[src/rtl/multicycle_ctrl.sv]
// multicycle_ctrl: in-order multi-cycle sequencer for an RV32I core.
//
// Each instruction walks FETCH -> DECODE -> EXEC -> (MEM) -> (WB). The
// instruction is fetched over a req/ack handshake, held in the IR for the
// external decoder, and the decoder's control flags are captured in DECODE
// so that EXEC/MEM/WB see stable values.
//
// Ports:
//   clk, rst_n                       clock, async active-low reset
//   imem_req/imem_addr/imem_ack/imem_rdata   instruction fetch handshake
//   instruction                      latched IR, feeds the decoder
//   alu_op/reg_write/mem_read/mem_write/branch   decoder outputs
//   alu_op_q                         latched alu_op, feeds the ALU
//   branch_taken/branch_target       ALU results, sampled in EXEC
//   dmem_req/dmem_we/dmem_ack        data memory handshake
//   rf_we                            register-file write pulse (WB)
//   pc, state, illegal, retired      status / debug
//
// Handshake rule (both memories): the request is a level held high with a
// stable address/direction for every cycle of the access; the access
// completes on the first rising edge where the matching ack is 1. Acks
// arriving while the request is low are ignored.
module multicycle_ctrl #(
  parameter int              XLEN     = 32,
  parameter logic [XLEN-1:0] RESET_PC = '0
) (
  input  logic            clk,
  input  logic            rst_n,
  output logic            imem_req,
  output logic [XLEN-1:0] imem_addr,
  input  logic            imem_ack,
  input  logic [31:0]     imem_rdata,
  output logic [31:0]     instruction,
  input  logic [3:0]      alu_op,
  input  logic            reg_write,
  input  logic            mem_read,
  input  logic            mem_write,
  input  logic            branch,
  output logic [3:0]      alu_op_q,
  input  logic            branch_taken,
  input  logic [XLEN-1:0] branch_target,
  output logic            dmem_req,
  output logic            dmem_we,
  input  logic            dmem_ack,
  output logic            rf_we,
  output logic [XLEN-1:0] pc,
  output logic [2:0]      state,
  output logic            illegal,
  output logic [31:0]     retired
);

  typedef enum logic [2:0] {
    S_IDLE   = 3'd0,
    S_FETCH  = 3'd1,
    S_DECODE = 3'd2,
    S_EXEC   = 3'd3,
    S_MEM    = 3'd4,
    S_WB     = 3'd5,
    S_TRAP   = 3'd6
  } state_t;

  localparam logic [6:0] OP_R     = 7'b0110011;
  localparam logic [6:0] OP_I     = 7'b0010011;
  localparam logic [6:0] OP_LOAD  = 7'b0000011;
  localparam logic [6:0] OP_STORE = 7'b0100011;
  localparam logic [6:0] OP_BR    = 7'b1100011;
  localparam logic [6:0] OP_LUI   = 7'b0110111;
  localparam logic [6:0] OP_JAL   = 7'b1101111;

  state_t          state_q, state_d;
  logic [XLEN-1:0] pc_q, pc_d;
  logic [31:0]     ir_q, ir_d;
  logic [3:0]      alu_op_d;
  logic            reg_write_q, reg_write_d;
  logic            mem_read_q, mem_read_d;
  logic            mem_write_q, mem_write_d;
  logic            branch_q, branch_d;
  logic            illegal_q, illegal_d;
  logic [31:0]     retired_q, retired_d;

  logic [XLEN-1:0] pc_plus4;
  logic [6:0]      opcode;
  logic            opcode_legal;
  logic            is_jal;

  assign pc_plus4 = pc_q + XLEN'(4);
  assign opcode   = ir_q[6:0];
  assign is_jal   = (opcode == OP_JAL);

  always_comb begin
    case (opcode)
      OP_R, OP_I, OP_LOAD, OP_STORE, OP_BR, OP_LUI, OP_JAL: opcode_legal = 1'b1;
      default:                                            opcode_legal = 1'b0;
    endcase
  end

  always_comb begin
    state_d     = state_q;
    pc_d        = pc_q;
    ir_d        = ir_q;
    alu_op_d    = alu_op_q;
    reg_write_d = reg_write_q;
    mem_read_d  = mem_read_q;
    mem_write_d = mem_write_q;
    branch_d    = branch_q;
    illegal_d   = illegal_q;
    retired_d   = retired_q;
    imem_req    = 1'b0;
    dmem_req    = 1'b0;
    dmem_we     = 1'b0;
    rf_we       = 1'b0;

    case (state_q)
      S_IDLE: state_d = S_FETCH;

      S_FETCH: begin
        imem_req = 1'b1;
        if (imem_ack) begin
          ir_d    = imem_rdata;
          state_d = S_DECODE;
        end
      end

      S_DECODE: begin
        alu_op_d    = alu_op;
        reg_write_d = reg_write;
        mem_read_d  = mem_read;
        mem_write_d = mem_write;
        branch_d    = branch;
        if (opcode_legal) begin
          state_d = S_EXEC;
        end else begin
          illegal_d = 1'b1;
          state_d   = S_TRAP;
        end
      end

      S_EXEC: begin
        // jal is checked on the opcode first: the decoder also raises
        // reg_write for it, but its PC update must happen here.
        if (is_jal) begin
          pc_d    = branch_target;
          state_d = S_WB;
        end else if (branch_q) begin
          pc_d      = branch_taken ? branch_target : pc_plus4;
          retired_d = retired_q + 32'd1;
          state_d   = S_FETCH;
        end else if (mem_read_q || mem_write_q) begin
          state_d = S_MEM;
        end else if (reg_write_q) begin
          state_d = S_WB;
        end else begin
          pc_d      = pc_plus4;
          retired_d = retired_q + 32'd1;
          state_d   = S_FETCH;
        end
      end

      S_MEM: begin
        dmem_req = 1'b1;
        dmem_we  = mem_write_q;
        if (dmem_ack) begin
          if (mem_write_q) begin
            pc_d      = pc_plus4;
            retired_d = retired_q + 32'd1;
            state_d   = S_FETCH;
          end else begin
            state_d = S_WB;
          end
        end
      end

      S_WB: begin
        rf_we     = 1'b1;
        retired_d = retired_q + 32'd1;
        if (!is_jal) pc_d = pc_plus4;
        state_d   = S_FETCH;
      end

      S_TRAP: state_d = S_TRAP;

      default: state_d = S_IDLE;
    endcase
  end

  always_ff @(posedge clk or negedge rst_n) begin
    if (!rst_n) begin
      state_q     <= S_IDLE;
      pc_q        <= RESET_PC;
      ir_q        <= '0;
      alu_op_q    <= '0;
      reg_write_q <= 1'b0;
      mem_read_q  <= 1'b0;
      mem_write_q <= 1'b0;
      branch_q    <= 1'b0;
      illegal_q   <= 1'b0;
      retired_q   <= '0;
    end else begin
      state_q     <= state_d;
      pc_q        <= pc_d;
      ir_q        <= ir_d;
      alu_op_q    <= alu_op_d;
      reg_write_q <= reg_write_d;
      mem_read_q  <= mem_read_d;
      mem_write_q <= mem_write_d;
      branch_q    <= branch_d;
      illegal_q   <= illegal_d;
      retired_q   <= retired_d;
    end
  end

  assign imem_addr   = pc_q;
  assign pc          = pc_q;
  assign instruction = ir_q;
  assign state       = state_q;
  assign illegal     = illegal_q;
  assign retired     = retired_q;

endmodule

[config.mk]
export PLATFORM = sky130hd
export DESIGN_NAME = multicycle_ctrl
export DESIGN_NICKNAME = d
export VERILOG_FILES = /design/src/rtl/multicycle_ctrl.sv
export SDC_FILE = /design/constraint.sdc
export NUM_CORES = 1
export LEC_CHECK = 0
export BUFFER_PORTS_ARGS = -buffer_cell sky130_fd_sc_hd__buf_2
export CORE_MARGIN = 3
export CORE_UTILIZATION = 45
export CTS_BUF_LIST = sky130_fd_sc_hd__clkbuf_8
export CTS_CLUSTER_DIAMETER = 50
export DETAILED_ROUTE_END_ITERATION = 12
export GPL_TIMING_DRIVEN = 1
export PLACE_DENSITY = 0.74
export SLEW_MARGIN = 10
export SYNTH_ARGS = -nofsm -noshare
export SYNTH_HDL_FRONTEND = slang
export SYNTH_SLANG_ARGS = --single-unit
[constraint.sdc]
create_clock -name clk -period 4.41 [get_ports clk]
set_input_delay 1.323 -clock clk [delete_from_list [all_inputs] [get_ports clk]]
set_output_delay 1.323 -clock clk [all_outputs]
set_load 0.01 [all_outputs]
* Word level (Yosys, flattened, before mapping)
Cells that the tools add are included.
Word-level totals: bits of input ports 77, output and inout bits 140, memories kept 0, logic and storage cells 75, register bits after elaboration 108, ROM bits 0, RAM bits 0, latch bits 0
Cells by class: muxes and demuxes 30, add/sub/neg operators 2, divide/modulo/power cells 0, order comparisons 0, bitwise gates (word level) 1, multiply operators 0, shifts and indexed selects 0, equal/unequal tests 22, reduce and logical (&&, ||, !) cells 10
Operators with widths (count):
- $mux W32 | 14
- $pmux W32 S3 | 2
- $add A32 B1 Y32 const B | 1
- $add A32 B3 Y32 const B | 1
- $mux W3 | 8
- $eq A7 B6 Y1 const B | 3
- $pmux W3 S6 | 1
- $eq A7 B7 Y1 const B | 2
- $reduce_and A6 Y1 | 2
- $ne A2 B2 Y1 const B | 5
- $eq A3 B3 Y1 const B | 3
- $ne A4 B4 Y1 const B | 2
- $eq A7 B2 Y1 const B | 1
- $eq A7 B5 Y1 const B | 1
- $reduce_or A7 Y1 | 1
- $eq A3 B2 Y1 const B | 2
- $ne A3 B3 Y1 const B | 2
- $reduce_and A2 Y1 | 3
- $mux W1 | 5
- $eq A3 B1 Y1 const B | 1
- $logic_not A3 Y1 | 1
- $reduce_bool A3 Y1 | 1
- $reduce_or A2 Y1 | 1
- $logic_or A1 B1 Y1 | 1
- $not A1 Y1 | 1

* Logic depth before layout (Yosys ltp)
depth in word-level cells 6, depth in mapped cells 8, depth with buffers taken out 6

* Least setup slack after synthesis
OpenSTA, ideal clock, no wires.
kind input to register, start point in dmem_ack, end point reg pc_q[10], in the netlist imem_addr[10], cell stages on the path 7, data required time 4.277 ns, setup slack 1.671 ns, data arrival time 2.606 ns, buffers on the path 2, cells stage by stage a21oi_1 -> nor2_1 -> nor2_1 -> clkbuf_1 -> clkbuf_1 -> a211oi_1 -> a2bb2oi_1
On the way: cells in the longest elaborated chain, start to end 2
RTL lines:
- start: declaration | RTL line 44 | input logic dmem_ack,
- $ne A2 B2 Y1 (no line)
- $reduce_and A6 Y1 (no line)
- end signal: assignment | RTL line 200 | pc_q <= pc_d;
- end: declaration | RTL line 71 | logic [XLEN-1:0] pc_q, pc_d;
No other way between the ends. A chain may end at the register's enable or synchronous reset.

* Worst setup path in the final report
start point reg state_q[1], in the netlist state[1], end point out dmem_we
On the way: cells in the longest elaborated chain, start to end 2
RTL lines:
- start: declaration | RTL line 70 | state_t state_q, state_d;
- start signal: assignment | RTL line 199 | state_q <= state_d;
- $eq A3 B3 Y1 | RTL line 113 | case (state_q)
- $mux W1 | RTL line 113
- end: declaration | RTL line 43 | output logic dmem_we,
No other way between the ends.

==> impl_metrics.json <==
{
  "coreArea_mm2": 0.0123,
  "finalCriticalPeriod_ns": 3.11,
  "grt_pass1_vias": 5213,
  "cts_made_buffers": 9,
  "fin_hold_ws_ns": 0.485,
  "clkTransAtPathRegs_ns": 0.11,
  "leakage_nw": 3.52,
  "synth_top_area_frac": 0.469,
  "drive_above_1_share": 0.398,
  "outcome": "complete, no violations",
  "htreeDepth": 3,
  "start_util": 0.470,
  "cp.arrival_ns": 1.78,
  "finClkSkew_ns": 0.0147,
  "io_pins": 217,
  "die_x_um": 119,
  "fill_cells": 1090,
  "ant_nets": 0,
  "worstMarginPinSlew_ns": 1.23,
  "multi_input_area_mm2": 0.00268,
  "grt_antenna_before_repair": 0,
  "num_rows": 40,
  "power-per-cell-area_mw_per_mm2": 251,
  "synth_edf_count": 0,
  "min_path_type": "reg -> reg",
  "irDropWorstVdd_mv": 0.182,
  "drc": 0,
  "root_buffer": "clkbuf_8",
  "cts_resized": 0,
  "grt_pass1_wl_mm": 27.2,
  "max_freq_ghz": 0.322,
  "synth_area_leaders": "dfrtp_1 (47%), mux2_2 (8.4%), buf_4 (4.2%)",
  "ys_seq_area_frac": 0.469,
  "yosysWarnings": 0,
  "tns_ns": 0,
  "hold_viol_final": 0,
  "via_per_inst": 5.78,
  "die_h_um": 119,
  "dieArea_mm2": 0.0142,
  "seq_area_mm2": 0.00270,
  "syn_inst": 560,
  "cts_tree": "built",
  "synth_fa_ha_area_frac": 0.00434,
  "synth_top_family_by_area": "simple AND/OR/NAND/NOR gates",
  "synth_area_mm2": 0.00577,
  "cpPeakStageDelay_ns": 0.48,
  "ys_ff_latch": 108,
  "synth_cell_type_count": 55,
  "grt_overflow_total": 0,
  "cap_violations": 0,
  "fin_crit_sh": 0.704,
  "syn_nets": 639,
  "port_buffers": 216,
  "slew_headroom": 0.179,
  "crit_fanout": 10,
  "yosysMostFrequentCell": "dfrtp_1",
  "postSynthAreaPerCell_um2": 10.3,
  "clockBufferDepth": 2,
  "setup_viol": 0,
  "synth_compound_area_frac": 0.131,
  "cp_slowest_cell": "dfrtp_1",
  "diodes": 0,
  "synthFlopType": "dfrtp_1",
  "first_iter_violations": 423,
  "synth_common_cells": "dfrtp_1 (108), mux2_2 (43), buf_4 (32), nand4_1 (32), clkbuf_1 (30)",
  "dp_hpwl_mm": 12.0,
  "track_usage": 0.235,
  "grt_max_degree": 52,
  "fin_nets": 808,
  "cts_setup_buffers": 0,
  "fin_area_mm2": 0.00696,
  "rsz0062_at_grt": "false",
  "path_class": "reg -> out",
  "wirelength_mm": 16.6,
  "async_flop_share": 1.00,
  "synthSimpleGateAreaFrac": 0.184,
  "post_drt_wl_per_cell_um": 18.4,
  "worstSetupStartpointType": "register",
  "clock_latency_ns": 0.39,
  "clock_sinks": 108,
  "path_cells": "nand2b_1 > nor2_1 > and2_1 > buf_2",
  "synth.area.mux_share": 0.0952,
  "dr.pass1.iters": 5,
  "required_ns": 3.09,
  "synth_xor_area_frac": 0.0471,
  "synth_area_leader_cell": "dfrtp_1",
  "gp_congestion": 0.873,
  "cp-end-kind": "output port",
  "ctsHoldBuffers": 0,
  "syn2layout_area_growth_pct": 20.7,
  "dpl_cell_area_mm2": 0.00676,
  "via_count": 5218,
  "drv_slew": 0
}
## area by class of cell
cell class,count,area share
Timing Repair Buffer,225,0.165
Multi-Input combinational cell,380,0.385
Tap cell,168,0.0302
Sequential cell,108,0.388
Clock buffer,10,0.0198
Inverter,5,0.00270
Clock inverter,6,0.00917
## sequential cells by signal, indices dropped and copies added (netlist names)
signal	flops
illegal	1
reg_write_q	1
mem_write_q	1
state	3
alu_op_q	4
branch_q	1
imem_addr	32
retired	32
mem_read_q	1
instruction	32
## metrics by stage
stage	cells	setup WS [ns]	power [mW]	util
finish	902	1.30	1.75	0.568
global route	902	1.15	1.82	0.568
CTS	902	1.27	1.77	0.568
detailed placement	886	1.19	1.14	0.551
global placement	886	1.32	1.13	0.551
floorplan	560	1.67	1.06	-
## layout by cell type (no fill, tap or decap), types with 12 or more instances in the layout
| cell type | Yosys | routed |
|---|---|---|
| a211oi_1 | 13 | 13 |
| a21oi_1 | 12 | 12 |
| a2bb2oi_1 | 12 | 12 |
| a31oi_1 | 12 | 12 |
| and3_1 | 14 | 14 |
| buf_2 | 4 | 215 |
| dfrtp_1 | 108 | 108 |
| mux2_2 | 43 | 43 |
| nand2_1 | 26 | 26 |
| nand3_1 | 25 | 25 |
| nand4_1 | 32 | 32 |
| nor2_1 | 24 | 23 |
| nor4_1 | 17 | 17 |
| o21ai_0 | 21 | 20 |
| xnor2_1 | 16 | 16 |
| xor2_1 | 15 | 15 |
## worst paths after layout
check	start	end	slack, ns	cells past startpoint
setup / recovery	state[1]$_DFFE_PN0P_	dmem_we	1.30	4
hold / removal	retired[31]$_DFFE_PN0P_	retired[31]$_DFFE_PN0P_	0.49	1
setup reg to reg	instruction[6]$_DFFE_PN0P_	imem_addr[8]$_DFFE_PN0P_	1.75	5
hold reg to reg	retired[31]$_DFFE_PN0P_	retired[31]$_DFFE_PN0P_	0.49	1
max in group asynchronous	rst_n	mem_read_q$_DFFE_PN0N_	2.56	2
min in group asynchronous	rst_n	imem_addr[25]$_DFFE_PN0P_	0.98	1
## metal layers
layer | wire length (µm) | global-route usage | part of all wire | vias to the layer above
li1 | - | - | - | 2407
met1 | 6770 | 0.309 | 0.41 | 2529
met2 | 7930 | 0.376 | 0.48 | 260
met3 | 1580 | 0.0632 | 0.095 | 22
met4 | 313 | 0.0804 | 0.019 | 0
met5 | 0 | 0 | 0 | -
## cell families after synthesis
group           after synthesis
fa+ha+maj                     2
xor+xnor                     31
buf+inv                      72
compound gates              110
mux                          49
simple gates                188
flops                       108
## worst max-delay path: cells and delay by family, from the launching register on
kind / cells / cell delay [ns]
DFF: 1 / 0.48
and+or+nand+nor: 3 / 0.79
buffers and inverters: 1 / 0.13
## power by group
| part | switching (mW) | leakage, nW | internal [mW] | total [mW] |
|---|---|---|---|---|
| Clock | 0.355 | 0.104 | 0.279 | 0.633 |
| Combinational | 0.0508 | 1.97 | 0.0479 | 0.0987 |
| Sequential | 0.0107 | 1.45 | 1.00 | 1.02 |
(Power assumes the default switching activity.)
